### src/rtl/dpram_port_arbiter_if.sv
`timescale 1ns/1ps
// ---------------------------------------------------------------------------
// dpram_port_arbiter_if
//
// Bundles everything that crosses the arbiter boundary apart from clk, rst_n
// and the collision counter: the two client request/response channels (A, B)
// and the two true-dual-port RAM ports behind the arbiter.
//
// Modports
//   slave  : the arbiter. Consumes client requests and RAM read data; drives
//            request ready, read responses and the RAM port controls.
//   master : the environment (clients plus the RAM itself). Drives requests
//            and RAM read data; consumes everything the arbiter produces.
//
// Client channel, per port p in {a, b}
//   req_valid_p / req_ready_p : request handshake, accepted when both are 1
//   req_we_p                  : 1 = write, 0 = read
//   req_addr_p / req_wdata_p  : request address and write data
//   rsp_valid_p / rsp_rdata_p : read response, one cycle after acceptance
// RAM port, per port p
//   ram_en_p / ram_we_p       : port enable and write enable
//   ram_addr_p / ram_wdata_p  : port address and write data
//   ram_rdata_p               : read data, valid the cycle after a read enable
// ---------------------------------------------------------------------------
interface dpram_port_arbiter_if #(
    parameter int ADDR_W = 8,
    parameter int DATA_W = 8
);
    // Client side
    logic              req_valid_a, req_valid_b;
    logic              req_ready_a, req_ready_b;
    logic              req_we_a,    req_we_b;
    logic [ADDR_W-1:0] req_addr_a,  req_addr_b;
    logic [DATA_W-1:0] req_wdata_a, req_wdata_b;
    logic              rsp_valid_a, rsp_valid_b;
    logic [DATA_W-1:0] rsp_rdata_a, rsp_rdata_b;

    // RAM side
    logic              ram_en_a,    ram_en_b;
    logic              ram_we_a,    ram_we_b;
    logic [ADDR_W-1:0] ram_addr_a,  ram_addr_b;
    logic [DATA_W-1:0] ram_wdata_a, ram_wdata_b;
    logic [DATA_W-1:0] ram_rdata_a, ram_rdata_b;

    modport slave (
        input  req_valid_a, req_valid_b,
        input  req_we_a,    req_we_b,
        input  req_addr_a,  req_addr_b,
        input  req_wdata_a, req_wdata_b,
        output req_ready_a, req_ready_b,
        output rsp_valid_a, rsp_valid_b,
        output rsp_rdata_a, rsp_rdata_b,
        output ram_en_a,    ram_en_b,
        output ram_we_a,    ram_we_b,
        output ram_addr_a,  ram_addr_b,
        output ram_wdata_a, ram_wdata_b,
        input  ram_rdata_a, ram_rdata_b
    );

    modport master (
        output req_valid_a, req_valid_b,
        output req_we_a,    req_we_b,
        output req_addr_a,  req_addr_b,
        output req_wdata_a, req_wdata_b,
        input  req_ready_a, req_ready_b,
        input  rsp_valid_a, rsp_valid_b,
        input  rsp_rdata_a, rsp_rdata_b,
        input  ram_en_a,    ram_en_b,
        input  ram_we_a,    ram_we_b,
        input  ram_addr_a,  ram_addr_b,
        input  ram_wdata_a, ram_wdata_b,
        output ram_rdata_a, ram_rdata_b
    );
endinterface : dpram_port_arbiter_if

### src/rtl/dpram_port_arbiter.sv
`timescale 1ns/1ps
// ---------------------------------------------------------------------------
// dpram_port_arbiter
//
// Front end for a true dual-port RAM shared by two clients. Each client owns
// one RAM port, so requests normally pass straight through. The only hazard
// is two requests hitting the same address where at least one writes; in that
// cycle one port is stalled (ready = 0, RAM enable = 0) and the other goes
// through. A two-state priority FSM hands the next collision to whichever
// port lost the last one, so a loser that keeps its request up is served on
// the following cycle at the latest.
//
// Ports
//   clk      : clock, all state on the rising edge
//   rst_n    : asynchronous active-low reset
//   bus      : dpram_port_arbiter_if.slave (client channels + RAM ports)
//   coll_cnt : number of collision cycles seen, saturating at 16'hFFFF
//
// Read path: an accepted read enables the RAM port this cycle; the RAM
// returns data the next cycle, which is forwarded with rsp_valid. Writes
// produce no response.
// ---------------------------------------------------------------------------
module dpram_port_arbiter #(
    parameter int ADDR_W = 8,
    parameter int DATA_W = 8
) (
    input  logic                 clk,
    input  logic                 rst_n,
    dpram_port_arbiter_if.slave  bus,
    output logic [15:0]          coll_cnt
);

    typedef enum logic {
        PRI_A = 1'b0,   // port A wins the next collision
        PRI_B = 1'b1    // port B wins the next collision
    } pri_e;

    localparam logic [15:0] CNT_MAX = 16'hFFFF;

    pri_e        pri_q, pri_d;
    logic [15:0] coll_cnt_q, coll_cnt_d;
    logic        rsp_valid_a_q, rsp_valid_b_q;

    logic        collision;
    logic        ready_a, ready_b;
    logic        en_a, en_b;

    // -----------------------------------------------------------------------
    // Arbitration and next-state logic
    // -----------------------------------------------------------------------
    always_comb begin
        // NOTE: every signal assigned here gets a default before any branch,
        // so no path can leave a value unassigned and infer a latch.
        collision  = 1'b0;
        ready_a    = 1'b0;
        ready_b    = 1'b0;
        pri_d      = pri_q;
        coll_cnt_d = coll_cnt_q;

        // Read/read to one address is harmless: both RAM ports may read it.
        collision = bus.req_valid_a && bus.req_valid_b &&
                    (bus.req_addr_a == bus.req_addr_b) &&
                    (bus.req_we_a || bus.req_we_b);

        // Ready is forced low while reset is held so nothing reaches the RAM.
        if (rst_n) begin
            ready_a = !collision || (pri_q == PRI_A);
            ready_b = !collision || (pri_q == PRI_B);
        end

        // Hand the next collision to the port that just lost.
        if (collision) begin
            pri_d = (pri_q == PRI_A) ? PRI_B : PRI_A;
            if (coll_cnt_q != CNT_MAX) begin
                coll_cnt_d = coll_cnt_q + 16'd1;
            end
        end

        en_a = bus.req_valid_a && ready_a;
        en_b = bus.req_valid_b && ready_b;
    end

    // -----------------------------------------------------------------------
    // State: priority FSM, collision counter, read-response flags
    // -----------------------------------------------------------------------
    // NOTE: sequential state is updated with non-blocking assignments only, so
    // every flop samples the pre-edge value regardless of statement order.
    // Clearing the response flags on reset also discards any read accepted
    // just before reset asserted.
    always_ff @(posedge clk or negedge rst_n) begin
        if (!rst_n) begin
            pri_q         <= PRI_A;
            coll_cnt_q    <= '0;
            rsp_valid_a_q <= 1'b0;
            rsp_valid_b_q <= 1'b0;
        end else begin
            pri_q         <= pri_d;
            coll_cnt_q    <= coll_cnt_d;
            rsp_valid_a_q <= en_a && !bus.req_we_a;
            rsp_valid_b_q <= en_b && !bus.req_we_b;
        end
    end

    // -----------------------------------------------------------------------
    // Outputs
    // -----------------------------------------------------------------------
    assign bus.req_ready_a = ready_a;
    assign bus.req_ready_b = ready_b;

    assign bus.ram_en_a    = en_a;
    assign bus.ram_en_b    = en_b;
    assign bus.ram_we_a    = en_a && bus.req_we_a;
    assign bus.ram_we_b    = en_b && bus.req_we_b;
    assign bus.ram_addr_a  = bus.req_addr_a;
    assign bus.ram_addr_b  = bus.req_addr_b;
    assign bus.ram_wdata_a = bus.req_wdata_a;
    assign bus.ram_wdata_b = bus.req_wdata_b;

    // RAM data arrives the cycle after the enable, which is exactly the cycle
    // the response flag is high; outside that window the data bus reads 0.
    assign bus.rsp_valid_a = rsp_valid_a_q;
    assign bus.rsp_valid_b = rsp_valid_b_q;
    assign bus.rsp_rdata_a = rsp_valid_a_q ? bus.ram_rdata_a : '0;
    assign bus.rsp_rdata_b = rsp_valid_b_q ? bus.ram_rdata_b : '0;

    assign coll_cnt = coll_cnt_q;

endmodule : dpram_port_arbiter
### src/flat_wrapper.sv
// flat-port wrapper written by rule: the top's interface ports become plain ports
module dpram_port_arbiter_flat 
#(
    parameter int ADDR_W = 8,
    parameter int DATA_W = 8
)
  (clk, rst_n, coll_cnt, bus_req_valid_a, bus_req_valid_b, bus_req_we_a, bus_req_we_b, bus_req_addr_a, bus_req_addr_b, bus_req_wdata_a, bus_req_wdata_b, bus_req_ready_a, bus_req_ready_b, bus_rsp_valid_a, bus_rsp_valid_b, bus_rsp_rdata_a, bus_rsp_rdata_b, bus_ram_en_a, bus_ram_en_b, bus_ram_we_a, bus_ram_we_b, bus_ram_addr_a, bus_ram_addr_b, bus_ram_wdata_a, bus_ram_wdata_b, bus_ram_rdata_a, bus_ram_rdata_b);
  dpram_port_arbiter_if #(.ADDR_W(ADDR_W), .DATA_W(DATA_W)) bus_i ();
  input  logic clk;
  input  logic rst_n;
  output logic [15:0] coll_cnt;
  input wire logic [$bits(bus_i.req_valid_a)-1:0] bus_req_valid_a;
  input wire logic [$bits(bus_i.req_valid_b)-1:0] bus_req_valid_b;
  input wire logic [$bits(bus_i.req_we_a)-1:0] bus_req_we_a;
  input wire logic [$bits(bus_i.req_we_b)-1:0] bus_req_we_b;
  input wire logic [$bits(bus_i.req_addr_a)-1:0] bus_req_addr_a;
  input wire logic [$bits(bus_i.req_addr_b)-1:0] bus_req_addr_b;
  input wire logic [$bits(bus_i.req_wdata_a)-1:0] bus_req_wdata_a;
  input wire logic [$bits(bus_i.req_wdata_b)-1:0] bus_req_wdata_b;
  output wire logic [$bits(bus_i.req_ready_a)-1:0] bus_req_ready_a;
  output wire logic [$bits(bus_i.req_ready_b)-1:0] bus_req_ready_b;
  output wire logic [$bits(bus_i.rsp_valid_a)-1:0] bus_rsp_valid_a;
  output wire logic [$bits(bus_i.rsp_valid_b)-1:0] bus_rsp_valid_b;
  output wire logic [$bits(bus_i.rsp_rdata_a)-1:0] bus_rsp_rdata_a;
  output wire logic [$bits(bus_i.rsp_rdata_b)-1:0] bus_rsp_rdata_b;
  output wire logic [$bits(bus_i.ram_en_a)-1:0] bus_ram_en_a;
  output wire logic [$bits(bus_i.ram_en_b)-1:0] bus_ram_en_b;
  output wire logic [$bits(bus_i.ram_we_a)-1:0] bus_ram_we_a;
  output wire logic [$bits(bus_i.ram_we_b)-1:0] bus_ram_we_b;
  output wire logic [$bits(bus_i.ram_addr_a)-1:0] bus_ram_addr_a;
  output wire logic [$bits(bus_i.ram_addr_b)-1:0] bus_ram_addr_b;
  output wire logic [$bits(bus_i.ram_wdata_a)-1:0] bus_ram_wdata_a;
  output wire logic [$bits(bus_i.ram_wdata_b)-1:0] bus_ram_wdata_b;
  input wire logic [$bits(bus_i.ram_rdata_a)-1:0] bus_ram_rdata_a;
  input wire logic [$bits(bus_i.ram_rdata_b)-1:0] bus_ram_rdata_b;
  assign bus_i.req_valid_a = bus_req_valid_a;
  assign bus_i.req_valid_b = bus_req_valid_b;
  assign bus_i.req_we_a = bus_req_we_a;
  assign bus_i.req_we_b = bus_req_we_b;
  assign bus_i.req_addr_a = bus_req_addr_a;
  assign bus_i.req_addr_b = bus_req_addr_b;
  assign bus_i.req_wdata_a = bus_req_wdata_a;
  assign bus_i.req_wdata_b = bus_req_wdata_b;
  assign bus_req_ready_a = bus_i.req_ready_a;
  assign bus_req_ready_b = bus_i.req_ready_b;
  assign bus_rsp_valid_a = bus_i.rsp_valid_a;
  assign bus_rsp_valid_b = bus_i.rsp_valid_b;
  assign bus_rsp_rdata_a = bus_i.rsp_rdata_a;
  assign bus_rsp_rdata_b = bus_i.rsp_rdata_b;
  assign bus_ram_en_a = bus_i.ram_en_a;
  assign bus_ram_en_b = bus_i.ram_en_b;
  assign bus_ram_we_a = bus_i.ram_we_a;
  assign bus_ram_we_b = bus_i.ram_we_b;
  assign bus_ram_addr_a = bus_i.ram_addr_a;
  assign bus_ram_addr_b = bus_i.ram_addr_b;
  assign bus_ram_wdata_a = bus_i.ram_wdata_a;
  assign bus_ram_wdata_b = bus_i.ram_wdata_b;
  assign bus_i.ram_rdata_a = bus_ram_rdata_a;
  assign bus_i.ram_rdata_b = bus_ram_rdata_b;
  dpram_port_arbiter #(.ADDR_W(ADDR_W), .DATA_W(DATA_W)) u_core (.clk(clk), .rst_n(rst_n), .bus(bus_i), .coll_cnt(coll_cnt));
endmodule
### config.mk
export PLATFORM = sky130hd
export DESIGN_NAME = dpram_port_arbiter_flat
export DESIGN_NICKNAME = d
export VERILOG_FILES = /design/src/rtl/dpram_port_arbiter_if.sv /design/src/rtl/dpram_port_arbiter.sv /design/src/flat_wrapper.sv
export SDC_FILE = /design/constraint.sdc
export NUM_CORES = 1
export LEC_CHECK = 0
export CAP_MARGIN = 40
export CORE_ASPECT_RATIO = 1.5
export CORE_UTILIZATION = 28
export DETAILED_ROUTE_END_ITERATION = 8
export GPL_TIMING_DRIVEN = 0
export PLACE_DENSITY_LB_ADDON = 0.08
export SYNTH_ARGS = -nofsm -noshare
export SYNTH_HDL_FRONTEND = slang
export SYNTH_SLANG_ARGS = --single-unit
### constraint.sdc
create_clock -name clk -period 2.2 [get_ports clk]
set_clock_uncertainty 0.2 [all_clocks]
set_input_delay 0.44 -clock clk [delete_from_list [all_inputs] [get_ports clk]]
set_output_delay 0.44 -clock clk [all_outputs]
set_load 0.005 [all_outputs]
==> impl_results.md, run 1 <==
- Outcome: finished, violations left
- Violated checks: negative setup slack
- Register area: 475 um^2
- Total cell area at the placement stage: between 2000 and 3000 um^2
- Combined area of the multi-input logic cells: between 700 and 800 um^2
- Total met2 wirelength after detailed routing: around 2.2 mm
- Chip width: between 60 and 70 um
- Total core area: approximately 4800 um^2
- Clock Tree Root: clkbuf_8
- DRC: 0
- Path type of the worst setup path: in -> out
- Warnings from Yosys: 0
- P&R area growth vs syn: 96.4%
- Count of pins over their slew limit: 0
- Final-layout fill cell count: ~460
- Maximum number of pins on one net before global-route repair: 18
- Std-Cell Rows: 31
- Num Clock Sinks: 19
- First-iteration detailed-routing DRC count: 15
- Via count of the first global-routing pass: 1,269
- Initial Utilization: 0.293
- Pwr Density: just over 300 nW/um^2
- Unrepaired setup endpoints after global routing: yes
- Topmost layer with routed signal wires: met4
- Total leakage power: roughly 1.3 nW
- IO buf count: 109
- Crit path max fanout: 4
- Reg-to-reg startpoint: u_core.coll_cnt[0]
- CP max stage cell: nor4_4
- Sequential-to-total area share from yosys stat: 0.335
- Part of the cycle the worst path needs: 1.06
- Met3 wire len: around 440 um
- Register bit total from synthesis: 19
- Worst hold path type: in -> async
- Setup Slack @ Placement: -1.10 ns
- Combinational fraction of design power: 0.302
- Total half-perimeter wirelength after legalization and detailed placement: between 3 and 4 mm
- Share of the core filled with cells: 0.575
- Num ports: about 130
- Final setup violation count: 5
- Overall routed net length: slightly above 4 mm
- Critical path data required time: around 1.6 ns
- Die Y-Extent: 89.2 um
- H-tree depth: 1
- Maximum clock insertion buffer count: 2
- Drt via density: 4.30
- Number of max-cap violations: 0
- Total non-filler cell area in the finished layout: approximately 2800 um^2
- Kind of capture point of the worst setup path: output pin
- Fraction of power spent switching nets: 0.233
- Sum of internal, switching and leakage power: approximately 0.86 mW
- Transition at the pin with the smallest max-transition slack: approximately 0.4 ns
- Power share of the sequential group: 0.416
- Critical Path Start: bus_req_addr_a[4]
- Sw Pwr: slightly above 0.2 mW
- Pre-antenna DRT Iters: 4
- Routed WL per cell: 12.5 um
- Endpoint arrival time on the critical path: between 1.5 and 2 ns
- Overflow left after global routing: 0
- Clock input transition at the sequential cells of the worst setup and hold paths: 0.07 ns
- Final count of hold timing violations: 0
- Routed met1 length: approximately 1.4 mm
- Cells along the critical path: buf_8 -> xor2_4 -> nor4_4 -> nand4_4 -> o21a_1 -> and3_4 -> buf_6
- Number of library cell types mapped by synthesis: 28
- Antenna violations before repair: 0
- Ratio of cells with drive above 1 in the final layout: 0.343
- Post-DRT Antenna Nets: 0
- Highest achievable clock rate: ~430 MHz
- Largest stage delay on the critical path: about 0.32 ns
- Final critical-path required period: 2.33 ns
- Fin nets: 324
- Worst-skew pair later-pin latency: 0.26 ns
- Remaining max-slew budget at the tightest pin: 0.737
- Floorplan die area: roughly 5400 um^2
- Total inserted antenna cells: 0
- Global-route wire length before repair: ~6 mm
- TritonCTS clock tree: done
- Final total negative setup slack: -0.598 ns
- Final setup slack of the worst path: -0.127 ns
- Gp weighted congestion: between 0.6 and 0.7
- Internal power consumption: approximately 0.66 mW
- Max VDD drop: around 0.00031 V
- Total number of vias: 1,437
- Synth Net Count: 200
- CTS buffer count: 3
- Portion of total power attributed to the clock network: 0.282
- All-layer global routing usage: 0.148
- Synth Area per Inst: just under 10 um^2
- Startpoint type of the worst setup path: input port
- Synthesized instance count: approximately 150
- Post-synthesis instance area: 1420 um^2
routing by layer:
| metal | vias up | GRT usage |
|---|---|---|
| met2 | 75 | 0.280 |
| met4 | 0 | 0.0529 |
| met5 | - | 0 |
| met1 | 662 | 0.153 |
| met3 | 7 | 0.0347 |
| li1 | 693 | - |
layout by cell type (no fill, tap or decap), types with 2 or more instances in the layout:
cell type	n
and2_1	17
and3_2	2
buf_2	13
buf_4	41
buf_6	3
buf_8	2
clkbuf_2	3
clkbuf_8	3
clkdlybuf4s50_1	80
dfrtp_1	19
dlygate4sd2_1	5
dlymetal6s2s_1	2
inv_1	5
mux2_2	3
nand2_1	6
nand3_1	5
nand4_1	2
nor2_1	3
nor3_1	5
nor3_2	2
nor3b_2	2
nor4_2	2
nor4_4	4
nor4b_1	2
xnor2_1	3
xnor2_2	2
xor2_1	12
xor2_2	3
sequential cells by signal, summed over array words and instances, names as in the netlist:
| name | flops |
|---|---|
| u_core.bus.rsp_valid_a | 1 |
| u_core.pri_q | 1 |
| u_core.coll_cnt | 16 |
| u_core.bus.rsp_valid_b | 1 |
cell usage after synthesis:
library cell / n / area, um^2
o211ai_2: 1 / 12.5
buf_6: 1 / 11.3
nand3_1: 5 / 25.0
mux2_1: 1 / 11.3
nor4_2: 1 / 12.5
nand2_1: 6 / 22.5
inv_1: 5 / 18.8
dfrtp_1: 19 / 475
mux2_2: 3 / 33.8
o21ai_0: 1 / 5.00
nor2_1: 3 / 11.3
nor4b_1: 2 / 17.5
nand4_1: 2 / 12.5
nor3b_2: 2 / 25.0
and3_1: 2 / 12.5
and3b_1: 1 / 8.76
nor3_1: 7 / 35.0
buf_4: 33 / 248
ha_1: 1 / 12.5
xnor2_1: 5 / 43.8
nor4_4: 2 / 42.5
nand2b_1: 1 / 6.26
and2_1: 17 / 106
xor2_1: 16 / 140
o21a_1: 1 / 7.51
and3_2: 2 / 15.0
nor4_1: 4 / 25.0
nand4_4: 1 / 21.3
power groups by stage:
| stage | logic [mW] | registers, mW | clock network (mW) |
|---|---|---|---|
| final | 0.260 | 0.360 | 0.244 |
| after global placement | 0.255 | 0.366 | 0 |
| after CTS | 0.259 | 0.360 | 0.250 |
| after floorplan | 0.0806 | 0.365 | 0 |
| after global routing | 0.281 | 0.360 | 0.258 |
| after detailed placement | 0.263 | 0.366 | 0 |
cell families (layout without fill, tap and decap cells):
logic type,after synthesis,count (layout),synth area share
AND/OR/NAND/NOR,58,58,0.281
buffers and inverters,39,162,0.196
XOR/XNOR,21,21,0.130
flip-flops,19,19,0.335
multiplexers,4,4,0.0317
AO/OA/AOI/OAI,3,3,0.0176
adder cells (fa/ha/maj),1,1,0.00882
worst paths after layout:
path	slack (ns)	end	cells past startpoint
min	0.12	u_core.coll_cnt[1]	2
max in group asynchronous	1.03	u_core.coll_cnt[14]	2
max	-0.13	bus_ram_we_a	7
min reg2reg	0.28	u_core.coll_cnt[9]	1
max reg2reg	0.15	u_core.coll_cnt[12]	5
min in group clk	0.19	u_core.bus.rsp_valid_b	2
cell type report:
| type | count | share of cell area |
|---|---|---|
| Tap cell | 66 | 0.0296 |
| Multi-Input combinational cell | 87 | 0.282 |
| Buffer | 34 | 0.0943 |
| Timing Repair Buffer | 119 | 0.401 |
| Sequential cell | 19 | 0.171 |
| Inverter | 5 | 0.00674 |
| Clock buffer | 4 | 0.0162 |
repair_timing:
| action | in CTS | in global routing |
|---|---|---|
| hold buffers | 1 | 0 |
| resized for setup | 88 | 25 |
| endpoints found under the setup margin | 23 | 17 |
| endpoints found under the hold margin | 4 | 0 |
| pin swaps | 14 | 13 |
| setup buffers | 2 | 6 |
critical path: cells and delay by family:
family	cells	cell delay, ns
xor gates and xnor gates	1	0.17
and+or+nand+nor	3	0.63
AOI/OAI and AO/OA	1	0.23
buffers and inverters	2	0.22
through the flow:
stage	hold WS, ns	std cells
finish	0.119	334
global route	0.135	334
CTS	0.130	328
detailed placement	0.279	321
global placement	0.277	320
floorplan	-0.0556	145
(Power assumes the default switching activity.)
==> run 2, diff against run 1 <==
- MAX_ROUTING_LAYER: unset -> met4
==> run 2 against run 1 <==
  * Largest cell class unchanged
  * Non-clock buffer count is the same
  * Via count is the same
  * Die area is the same
  * Highest routed layer unchanged
  * The run still ends with negative setup slack left
  * Critical endpoint unchanged
  * Sequential power is essentially flat
  * Critical path depth is the same
  * Register-to-register slack is essentially flat
==> impl_results.md, run 2 (same netlist as run 1, synthesis figures left out) <==
- DRC: 0 (unchanged)
- Total leakage power: 1.29 nW (unchanged)
- Power share of the sequential group: 0.416 (about the same)
- Violated checks: negative setup slack
- Final setup slack of the worst path: -0.127 ns (unchanged)
- Maximum clock insertion buffer count: 2 (unchanged)
- Outcome: finished, violations left
- Drt via density: 4.30 (unchanged)
- Total non-filler cell area in the finished layout: 2790 um^2 (unchanged)
- Antenna violations before repair: 0 (unchanged)
- Post-DRT Antenna Nets: 0 (unchanged)
- Endpoint arrival time on the critical path: 1.69 ns (about the same)
- IO buf count: 109 (unchanged)
- Commonest non-fill, non-tap cell in the layout: clkdlybuf4s50_1
- Final critical-path required period: 2.33 ns (unchanged)
- Gp weighted congestion: 0.702 (+1.1%)
- Part of the cycle the worst path needs: 1.06 (unchanged)
- Startpoint type of the worst setup path: input port
- Transition at the pin with the smallest max-transition slack: 0.391 ns (-0.00151 ns)
- Fraction of power spent switching nets: 0.233 (about the same)
- Kind of capture point of the worst setup path: output pin
- Most used cells in the layout excluding fill and tap cells: clkdlybuf4s50_1 (80), buf_4 (41), dfrtp_1 (19), and2_1 (17), buf_2 (13)
- Max VDD drop: 0.000311 V (about the same)
- Remaining max-slew budget at the tightest pin: 0.738 (+0.00101)
- Highest achievable clock rate: 430 MHz (unchanged)
- Worst-skew pair later-pin latency: 0.26 ns (about the same)
- Total core area: 4850 um^2 (unchanged)
- Number of non-filler instances in the completed layout: 334 (unchanged)
- Total cell area at the placement stage: 2620 um^2 (unchanged)
- Global-route wire length before repair: 6.00 mm (unchanged)
- Num Clock Sinks: 19 (unchanged)
- Std-Cell Rows: 31 (unchanged)
- Number of max-cap violations: 0 (unchanged)
- Final setup violation count: 5 (unchanged)
- Ratio of cells with drive above 1 in the final layout: 0.343 (unchanged)
- P&R area growth vs syn: 96.4% (unchanged)
- Post-Place Cells: 321 (unchanged)
- Fin nets: 324 (unchanged)
- Pwr Density: 310 nW/um^2 (about the same)
- Unrepaired setup endpoints after global routing: yes
- Crit path max fanout: 4 (unchanged)
- Portion of total power attributed to the clock network: 0.282 (about the same)
- TritonCTS clock tree: done
- Total inserted antenna cells: 0 (unchanged)
- H-tree depth: 1 (unchanged)
- Count of pins over their slew limit: 0 (unchanged)
- Clock input transition at the sequential cells of the worst setup and hold paths: 0.07 ns (about the same)
- Internal power consumption: 0.662 mW (about the same)
- Number of flip-flops in the largest register: 16 (unchanged)
- Combinational fraction of design power: 0.301 (about the same)
- Routed WL per cell: 12.5 um (+0.12%)
- Num ports: 126 (unchanged)
- Sw Pwr: 0.202 mW (about the same)
- Pre-antenna DRT Iters: 4 (unchanged)
- Initial Utilization: 0.293 (unchanged)
- Critical path data required time: 1.56 ns (about the same)
- Overflow left after global routing: 0 (unchanged)
- Path type of the worst setup path: in -> out
- Total number of vias: 1,437 (unchanged)
- Via count of the first global-routing pass: 1,269 (unchanged)
- Maximum number of pins on one net before global-route repair: 18 (unchanged)
- First-iteration detailed-routing DRC count: 15 (unchanged)
- Clock Tree Root: clkbuf_8
- Worst hold path type: in -> async
- CTS buffer count: 3 (unchanged)
- Chip width: 60.1 um (unchanged)
- Overall routed net length: 4.16 mm (+0.12%)
- All-layer global routing usage: 0.152 (+0.00442)
- Total half-perimeter wirelength after legalization and detailed placement: 3.32 mm (unchanged)
- Final-layout fill cell count: 458 (unchanged)
- Die Y-Extent: 89.2 um (unchanged)
- Final count of hold timing violations: 0 (unchanged)
- Floorplan die area: 5360 um^2 (unchanged)
[run 2: cell counts in the layout (fill, tap and decap cells not counted)]
No cell type changed its count.
[run 2: power groups by stage]
stage | combinational (mW) | sequential, mW | clock, mW
2_1_floorplan | 0.0806 | 0.365 | 0
3_3_place_gp | 0.255 | 0.366 | 0
3_5_place_dp | 0.263 | 0.366 | 0
4_1_cts | 0.259 | 0.360 | 0.250
5_1_grt | 0.281 | 0.360 | 0.258
6_report | 0.260 | 0.360 | 0.244
[run 2: area by class of cell]
cell class              count  area [um^2]  area share
clock buffers               4         45.0      0.0162
plain buffers              34          263      0.0943
repair buffers            119         1120       0.401
inverters                   5         18.8     0.00674
flip-flops and latches     19          475       0.171
multi-input cells          87          785       0.282
well taps                  66         82.6      0.0296
[run 2: path summary, 6_finish.rpt]
| check | endpoint | startpoint | depth (start not counted) | slack, ns |
|---|---|---|---|---|
| hold / removal | u_core.coll_cnt[1] | rst_n | 2 | 0.12 |
| max in group asynchronous | u_core.coll_cnt[14] | rst_n | 2 | 1.03 |
| min in group clk | u_core.bus.rsp_valid_b | bus_req_we_b | 2 | 0.19 |
| setup reg to reg | u_core.coll_cnt[12] | u_core.coll_cnt[0] | 5 | 0.16 |
| setup / recovery | bus_ram_we_a | bus_req_addr_a[4] | 7 | -0.13 |
| hold reg to reg | u_core.coll_cnt[9] | u_core.coll_cnt[9] | 1 | 0.28 |
[run 2: critical path, cell delays in order]
cell,delay (ns)
buf_8,0.11
xor2_4,0.17
nor4_4,0.32
nand4_4,0.15
o21a_1,0.23
and3_4,0.16
buf_6,0.11
[run 2: per-stage QoR]
| stage | utilization | power (mW) | hold slack (ns) | TNS, ns | setup WS [ns] |
|---|---|---|---|---|---|
| global route | 0.575 | 0.899 | 0.135 | -1.11 | -0.216 |
| finish | 0.575 | 0.864 | 0.119 | -0.598 | -0.127 |
| detailed placement | 0.541 | 0.629 | 0.279 | -13.75 | -1.10 |
| floorplan | - | 0.446 | -0.0556 | 0 | 0.00603 |
| CTS | 0.555 | 0.868 | 0.130 | -0.940 | -0.179 |
| global placement | 0.535 | 0.621 | 0.277 | -13.60 | -1.09 |
[run 2: layer usage]
| metal | track usage | wire, um | vias up |
|---|---|---|---|
| li1 | - | - | 693 |
| met1 | 0.155 | 1430 | 664 |
| met2 | 0.280 | 2240 | 73 |
| met3 | 0.0318 | 421 | 7 |
| met4 | 0.0529 | 65 | 0 |
| met5 | - | 0 | - |
[run 2: timing repair]
action | CTS | global route
endpoints found under the setup margin | 23 | 17
setup buffers | 2 | 6
pin swaps | 14 | 13
resized for setup | 88 | 25
endpoints found under the hold margin | 4 | 0
hold buffers | 1 | 0
==> run 3, diff against run 2 <==
- ABC_CLOCK_PERIOD_IN_PS: unset -> 2200
- CTS_CLUSTER_DIAMETER: unset -> 50
- CTS_CLUSTER_SIZE: unset -> 28
==> results of run 3 <==
Same layout as run 2: the final DEF is identical, and so are final timing and power.
